==> src/rtl/full_adder_32bit.sv <==
// full_adder_32bit: 32-bit carry-lookahead adder with carry/overflow flags and a registered copy of the result
module full_adder_32bit (
  input  logic        clk_i,
  input  logic        rst_ni,
  input  logic [31:0] A_i,
  input  logic [31:0] Y_i,
  input  logic        C_i,
  output logic [31:0] Sum_o,
  output logic        c_o,
  output logic        ovf_o,
  output logic [31:0] Sum_q_o,
  output logic        c_q_o,
  output logic        ovf_q_o
);
  logic [31:0] g, p, c;
  logic [7:0]  gg, gp;
  logic [8:0]  gc;
  logic [31:0] sum_d, sum_q;
  logic        c_d, c_q, ovf_d, ovf_q;
  assign g = A_i & Y_i;
  assign p = A_i ^ Y_i;
  always_comb begin
    gg = '0;
    gp = '0;
    gc = '0;
    c  = '0;
    gc[0] = C_i;
    for (int k = 0; k < 8; k++) begin
      gg[k] = g[4*k+3] | (p[4*k+3] & g[4*k+2]) | (p[4*k+3] & p[4*k+2] & g[4*k+1])
            | (p[4*k+3] & p[4*k+2] & p[4*k+1] & g[4*k]);
      gp[k] = &p[4*k +: 4];
      c[4*k]   = gc[k];
      c[4*k+1] = g[4*k] | (p[4*k] & gc[k]);
      c[4*k+2] = g[4*k+1] | (p[4*k+1] & g[4*k]) | (p[4*k+1] & p[4*k] & gc[k]);
      c[4*k+3] = g[4*k+2] | (p[4*k+2] & g[4*k+1]) | (p[4*k+2] & p[4*k+1] & g[4*k])
               | (p[4*k+2] & p[4*k+1] & p[4*k] & gc[k]);
      gc[k+1] = gg[k] | (gp[k] & gc[k]);
    end
  end
  assign Sum_o = p ^ c;
  assign c_o   = gc[8];
  assign ovf_o = (A_i[31] == Y_i[31]) && (Sum_o[31] != A_i[31]);
  always_comb begin
    sum_d = Sum_o;
    c_d   = c_o;
    ovf_d = ovf_o;
  end
  always_ff @(posedge clk_i or negedge rst_ni) begin
    if (!rst_ni) begin
      sum_q <= '0;
      c_q   <= 1'b0;
      ovf_q <= 1'b0;
    end else begin
      sum_q <= sum_d;
      c_q   <= c_d;
      ovf_q <= ovf_d;
    end
  end
  assign Sum_q_o = sum_q;
  assign c_q_o   = c_q;
  assign ovf_q_o = ovf_q;
endmodule

==> config.mk <==
export PLATFORM = sky130hd
export DESIGN_NAME = full_adder_32bit
export DESIGN_NICKNAME = d
export VERILOG_FILES = /design/src/rtl/full_adder_32bit.sv
export SDC_FILE = /design/constraint.sdc
export NUM_CORES = 1
export LEC_CHECK = 0
export BUFFER_PORTS_ARGS = -buffer_cell sky130_fd_sc_hd__buf_2
export CAP_MARGIN = 15
export CORE_MARGIN = 8
export CORE_UTILIZATION = 44
export DETAILED_ROUTE_END_ITERATION = 10
export MAX_ROUTING_LAYER = met4
export PLACE_DENSITY = 0.81
export SYNTH_ARGS = -nofsm -noshare
export SYNTH_HDL_FRONTEND = slang
export SYNTH_SLANG_ARGS = --single-unit
export TNS_END_PERCENT = 5
==> constraint.sdc <==
create_clock -name clk_i -period 3.3 [get_ports clk_i]
set_clock_uncertainty 0.15 [all_clocks]
set_input_delay 0.165 -clock clk_i [delete_from_list [all_inputs] [get_ports clk_i]]
set_output_delay 0.165 -clock clk_i [all_outputs]
set_load 0.02 [all_outputs]
Yosys cells after proc, flatten, opt, wreduce, memory -nomap -nowiden
Index checks and enable logic that the tools add are counted.
{"block": "word_totals", "latch_bits": 0, "rom_bits": 0, "output_inout_bits": 68, "mem_count": 0, "reg_bits": 34, "ram_bits": 0}
{"block": "op_classes", "n_div": 0, "order_cmp": 0, "n_bitwise": 203, "shifts": 0, "n_mux": 0, "eq_ne": 2, "n_mul": 0, "n_reduce_logical": 9, "n_addsub": 0}
{"op": "1-bit AND", "n": 120}
{"op": "1-bit bitwise OR", "n": 80}
{"op": "32-bit bitwise XOR", "n": 2}
{"op": "32-bit AND", "n": 1}
{"op": "4-bit AND reduction", "n": 8}
{"op": "1-bit == test", "n": 1}
{"op": "1-bit logical AND", "n": 1}
{"op": "1-bit != test", "n": 1}

Depth between registers and ports, before layout
{"block": "depth", "depth_word": 23, "ltp_mapped": 11}

Worst setup path before layout
Ideal clock, no wire load.
{"block": "synth_timing", "kind": "input port to flip-flop", "start": "input A_i[2]", "end": "register sum_q[29] (netlist: Sum_q_o[29])", "t_arrival_ns": 2.485, "path_buffers": 0, "setup_slack_ns": 0.500, "cell_stages": 11, "required_time_ns": 2.984, "cell_sequence": "ha_1 > a21o_1 > a21oi_2 > a21oi_2 > o31ai_2 > o31a_2 > a21boi_0 > o21ai_0 > nand2b_1 > fa_1 > xor2_1"}
{"block": "synth_via", "elab_chain_len": 21, "word_cells_on_any_way": 28, "cone_classes": "27 x bitwise; 1 x reduce/logical"}
{"item": "start: declaration", "line_no": "5", "source": "input logic [31:0] A_i,"}
{"item": "32-bit AND / 32-bit bitwise XOR (equally long branches)", "line_no": "20, 21"}
{"item": "1-bit AND (on tied branches)", "line_no": "29, 30"}
{"item": "1-bit bitwise OR, or another cell as far along", "line_no": "29", "source": "gg[k] = g[4*k+3] | (p[4*k+3] & g[4*k+2]) | (p[4*k+3] & p[4*k+2] & g[4*k+1])"}
{"item": "1-bit bitwise OR / 1-bit AND (equally long branches)", "line_no": "29, 30"}
{"item": "1-bit bitwise OR", "line_no": "30", "source": "| (p[4*k+3] & p[4*k+2] & p[4*k+1] & g[4*k]);"}
{"item": "1-bit bitwise OR (*)", "line_no": "37", "source": "gc[k+1] = gg[k] | (gp[k] & gc[k]);"}
{"item": "1-bit AND (*)", "line_no": "37"}
{"item": "1-bit bitwise OR (*)", "line_no": "37"}
{"item": "[... 6 more ...]"}
{"item": "1-bit AND (*)", "line_no": "37"}
{"item": "1-bit bitwise OR (*)", "line_no": "37"}
{"item": "1-bit AND (*)", "line_no": "37"}
{"item": "1-bit bitwise OR (*)", "line_no": "37"}
{"item": "1-bit AND (*)", "line_no": "33", "source": "c[4*k+1] = g[4*k] | (p[4*k] & gc[k]);"}
{"item": "1-bit bitwise OR (*)", "line_no": "33"}
{"item": "32-bit bitwise XOR (*)", "line_no": "40", "source": "assign Sum_o = p ^ c;"}
{"item": "net Sum_o[29]", "line_no": "8", "source": "output logic [31:0] Sum_o,"}
{"item": "end signal: assignment", "line_no": "54", "source": "sum_q <= sum_d;"}
{"item": "end: declaration", "line_no": "18", "source": "logic [31:0] sum_d, sum_q;"}
Mark *: on every way through the listed nets, which the timed path passes. The rest lies on a longest branch.

Final worst setup path
{"block": "layout_timing", "start": "input A_i[13]", "end": "output Sum_o[29]"}
{"block": "layout_via", "elab_chain_len": 14, "word_cells_on_any_way": 19, "cone_classes": "18 x bitwise; 1 x reduce/logical"}
{"item": "32-bit AND / 32-bit bitwise XOR (equally long branches)", "line_no": "20, 21"}
{"item": "1-bit AND (on tied branches)", "line_no": "29, 30"}
{"item": "1-bit bitwise OR / 1-bit AND (equally long branches)", "line_no": "29, 30"}
{"item": "1-bit bitwise OR", "line_no": "30"}
{"item": "1-bit bitwise OR (*)", "line_no": "37"}
{"item": "1-bit AND (*)", "line_no": "37"}
{"item": "1-bit bitwise OR (*)", "line_no": "37"}
{"item": "1-bit AND (*)", "line_no": "37"}
{"item": "1-bit bitwise OR (*)", "line_no": "37"}
{"item": "1-bit AND (*)", "line_no": "37"}
{"item": "1-bit bitwise OR (*)", "line_no": "37"}
{"item": "1-bit AND (*)", "line_no": "33"}
{"item": "1-bit bitwise OR (*)", "line_no": "33"}
{"item": "32-bit bitwise XOR (*)", "line_no": "40"}
{"item": "end: declaration", "line_no": "8"}
Every way passes the cells marked *; elsewhere a longest branch is shown, timed or not.

==> run_results.csv <==
group,metric,value,unit
clock_tree,cts_tree,"done",
cells_and_area,fin_nets,444,
timing,slew_violations,0,
floorplan,die_height,87.0,µm
synth,synth_area_leaders,"dfrtp_1 (38%), ha_1 (18%), fa_1 (7.2%)",
global_route,antenna_found_initial,0,
place,place_hpwl,5230,µm
cells_and_area,stdcell_count,406,
setup_path,max_stage_delay,380,ps
clock_tree,cts_buffers,5,
floorplan,dieArea,7570,µm²
timing,hold_viol_final,0,
clock_tree,path_clk_slew,60,ps
synth,synth_top_area_share,38.3,%
setup_path,cp.required,2980,ps
setup_path,criticalPathCategory,"in2out",
global_route,grt_max_degree,35,
timing,clock.fmax,332,MHz
setup_path,crit_top_cell,"buf_2",
route,wl_per_cell,14.8,µm
synth,synth_top_cell_by_area,"dfrtp_1",
status,outcome,"completed",
setup_path,cp-start-kind,"input port",
timing,slew_headroom,49.2,%
timing,min_period,3020,ps
cells_and_area,fillers,454,
synth,async_flop_share,100,%
pwr,power.internal,0.000934,W
global_route,grt.overflow.total,0,
pwr,p_sw_share,40.8,%
pwr,p_switching,0.000644,W
timing,period_share,91.4,%
setup_path,path_cells,"buf_2 > ha_1 > a21oi_1 > o21ai_0 > a211oi_1 > o22a_1 > o31a_2 > a21boi_0 > o21ai_1 > nand2b_1 > fa_1 > xor2_1 > buf_2",
route,drtIter0Drc,25,
worst_hold_path,hold_class,"in2reg",
timing,whs,42.8,ps
global_route,grt_pass1_wl,9610,µm
cells_and_area,areaGrowthSynthToFinish,38.7,%
pwr,pwr-share-comb,48.0,%
synth,syn-cell-area,2220,µm²
route,ant_nets,0,
synth,syn_inst,195,
clock_tree,cts_max_level,2,
floorplan,die_w,87.0,µm
setup_path,endpoint_kind,"output pin",
timing,final-setup-viol-count,0,
timing,rsz0062_at_grt,"false",
synth,synth_most_common_cell,"dfrtp_1",
route,vias_per_cell,4.90,
cells_and_area,drive_above_1_share,45.5,%
cells_and_area,diodes,0,
global_route,grtUsageTotal,16.4,%
cells_and_area,final_area,3080,µm²
pwr,peakVddDrop,0.239,mV
place,io_buffers,134,
pwr,pwr-share-clk,19.0,%
synth,synth_edf_count,0,
synth,synth_cell_types,36,
place,gp_congestion,0.852,
place,placed_cell_area,2980,µm²
global_route,grt_pass1_vias,2180,
timing,tightest_slew,762,ps
pwr,power.density,513,nW/µm²
route,firstDrtPassIters,4,
synth,avgSynthCellArea,11.4,µm²
setup_path,arrival,2700,ps
setup_path,cp_max_fo,5,
synth,yosysWarnings,0,
place,dp_slack,158,ps
route,post-route-drc-count,0,
synth,synthTopCellsByCount,"dfrtp_1 (34), ha_1 (32), a21oi_1 (18)",
timing,fin_ws,285,ps
synth,syn_nets,302,
synth,ys.flop_type,"dfrtp_1",
floorplan,io-pin-count,135,
floorplan,row_count,26,
job,cap_violations,0,
synth,yosysSeqAreaShare,38.3,%
setup_path,cp_slowest_cell,"fa_1",
clock_tree,cts-root-buf,"clkbuf_8",
floorplan,start_util,44.6,%
pwr,p_seq_share,33.0,%
timing,fin_setup_tns,0,ps
route,wl,6010,µm
synth,synth_seq_cells,34,
clock_tree,clock_sinks,34,
place,dp_cells,399,
pwr,power_leakage,1.66,nW
clock_tree,cts_buffer_depth,2,
floorplan,core_area,4980,µm²
route,vias,1988,
layer usage:
layer	up-vias	share of wire (%)	track usage [%]
met5	-	0	-
met4	0	1.1	5.32
met1	919	38	16.4
li1	987	-	-
met2	76	52	30.0
met3	6	8.3	4.72
cell type report:
cell class              instances  area (µm²)  share of cell area [%]
well taps                      70        87.6                    2.84
repair buffers                135         681                    22.1
multi-input cells             151        1340                    43.5
clock buffers                   6        82.6                    2.68
inverters                      10        37.5                    1.22
flip-flops and latches         34         851                    27.6
critical path: cells and delay by family:
kind	cells	cell delay [ps]
buffers and inverters	2	300
and+or+nand+nor	1	80
adders and majority gates	2	730
AOI/OAI and AO/OA	7	1230
xor gates and xnor gates	1	200
cells by family after synthesis:
family,after synthesis,share of synthesized area [%]
AOI/OAI and AO/OA,55,18.0
muxes,1,0.676
adders and majority gates,40,25.3
buffers and inverters,10,1.69
xor gates and xnor gates,23,9.08
DFF,34,38.3
and+or+nand+nor,32,6.99
power by group through the flow:
| stage | clock (W) | sequential [W] | combinational, W |
|---|---|---|---|
| 2_1_floorplan | 0 | 0.000651 | 0.000364 |
| 3_3_place_gp | 0 | 0.000526 | 0.000752 |
| 3_5_place_dp | 0 | 0.000529 | 0.000765 |
| 4_1_cts | 0.000315 | 0.000521 | 0.000768 |
| 5_1_grt | 0.000331 | 0.000530 | 0.000823 |
| 6_report | 0.000300 | 0.000520 | 0.000758 |
state kept, by name, summed over array words and instances, names as in the netlist:
signal / flops
ovf_q_o: 1
Sum_q_o: 32
c_q_o: 1
cell usage in the layout (no fill, tap or decap), types with 2 or more instances in the layout:
cell,count
a211oi_1,2
fa_1,8
a21o_2,2
nand3_1,3
dfrtp_1,34
nor2_1,7
a21oi_2,3
inv_1,10
ha_1,32
nand4_1,2
nand2_1,10
buf_2,134
clkbuf_8,6
xor2_1,10
or3_1,2
a2111o_1,2
nor2b_1,3
o21ai_0,5
a21o_1,10
nand2b_1,2
xnor2_1,13
a21oi_1,18
through the flow:
step           total power [W]  utilization [%]
6_report               0.00158             61.9
3_5_place_dp           0.00129             59.8
2_1_floorplan          0.00102                -
5_1_grt                0.00168             61.9
4_1_cts                0.00160             61.7
3_3_place_gp           0.00128             59.8
final timing paths:
path                          from           to  slack (ps)  depth (start not counted)
worst max-delay path       A_i[13]    Sum_o[29]         280                         13
worst min-delay path       Y_i[24]  Sum_q_o[24]          40                          2
max in group asynchronous   rst_ni  Sum_q_o[13]        2170                          2
min in group asynchronous   rst_ni  Sum_q_o[26]         350                          2
timing repair:
item,in CTS,in global routing
hold buffers,1,0
endpoints found under the setup margin,0,2
resized for setup,0,2
endpoints found under the hold margin,34,0
buffers inserted,0,0
Power figures use the tool's default switching activity.
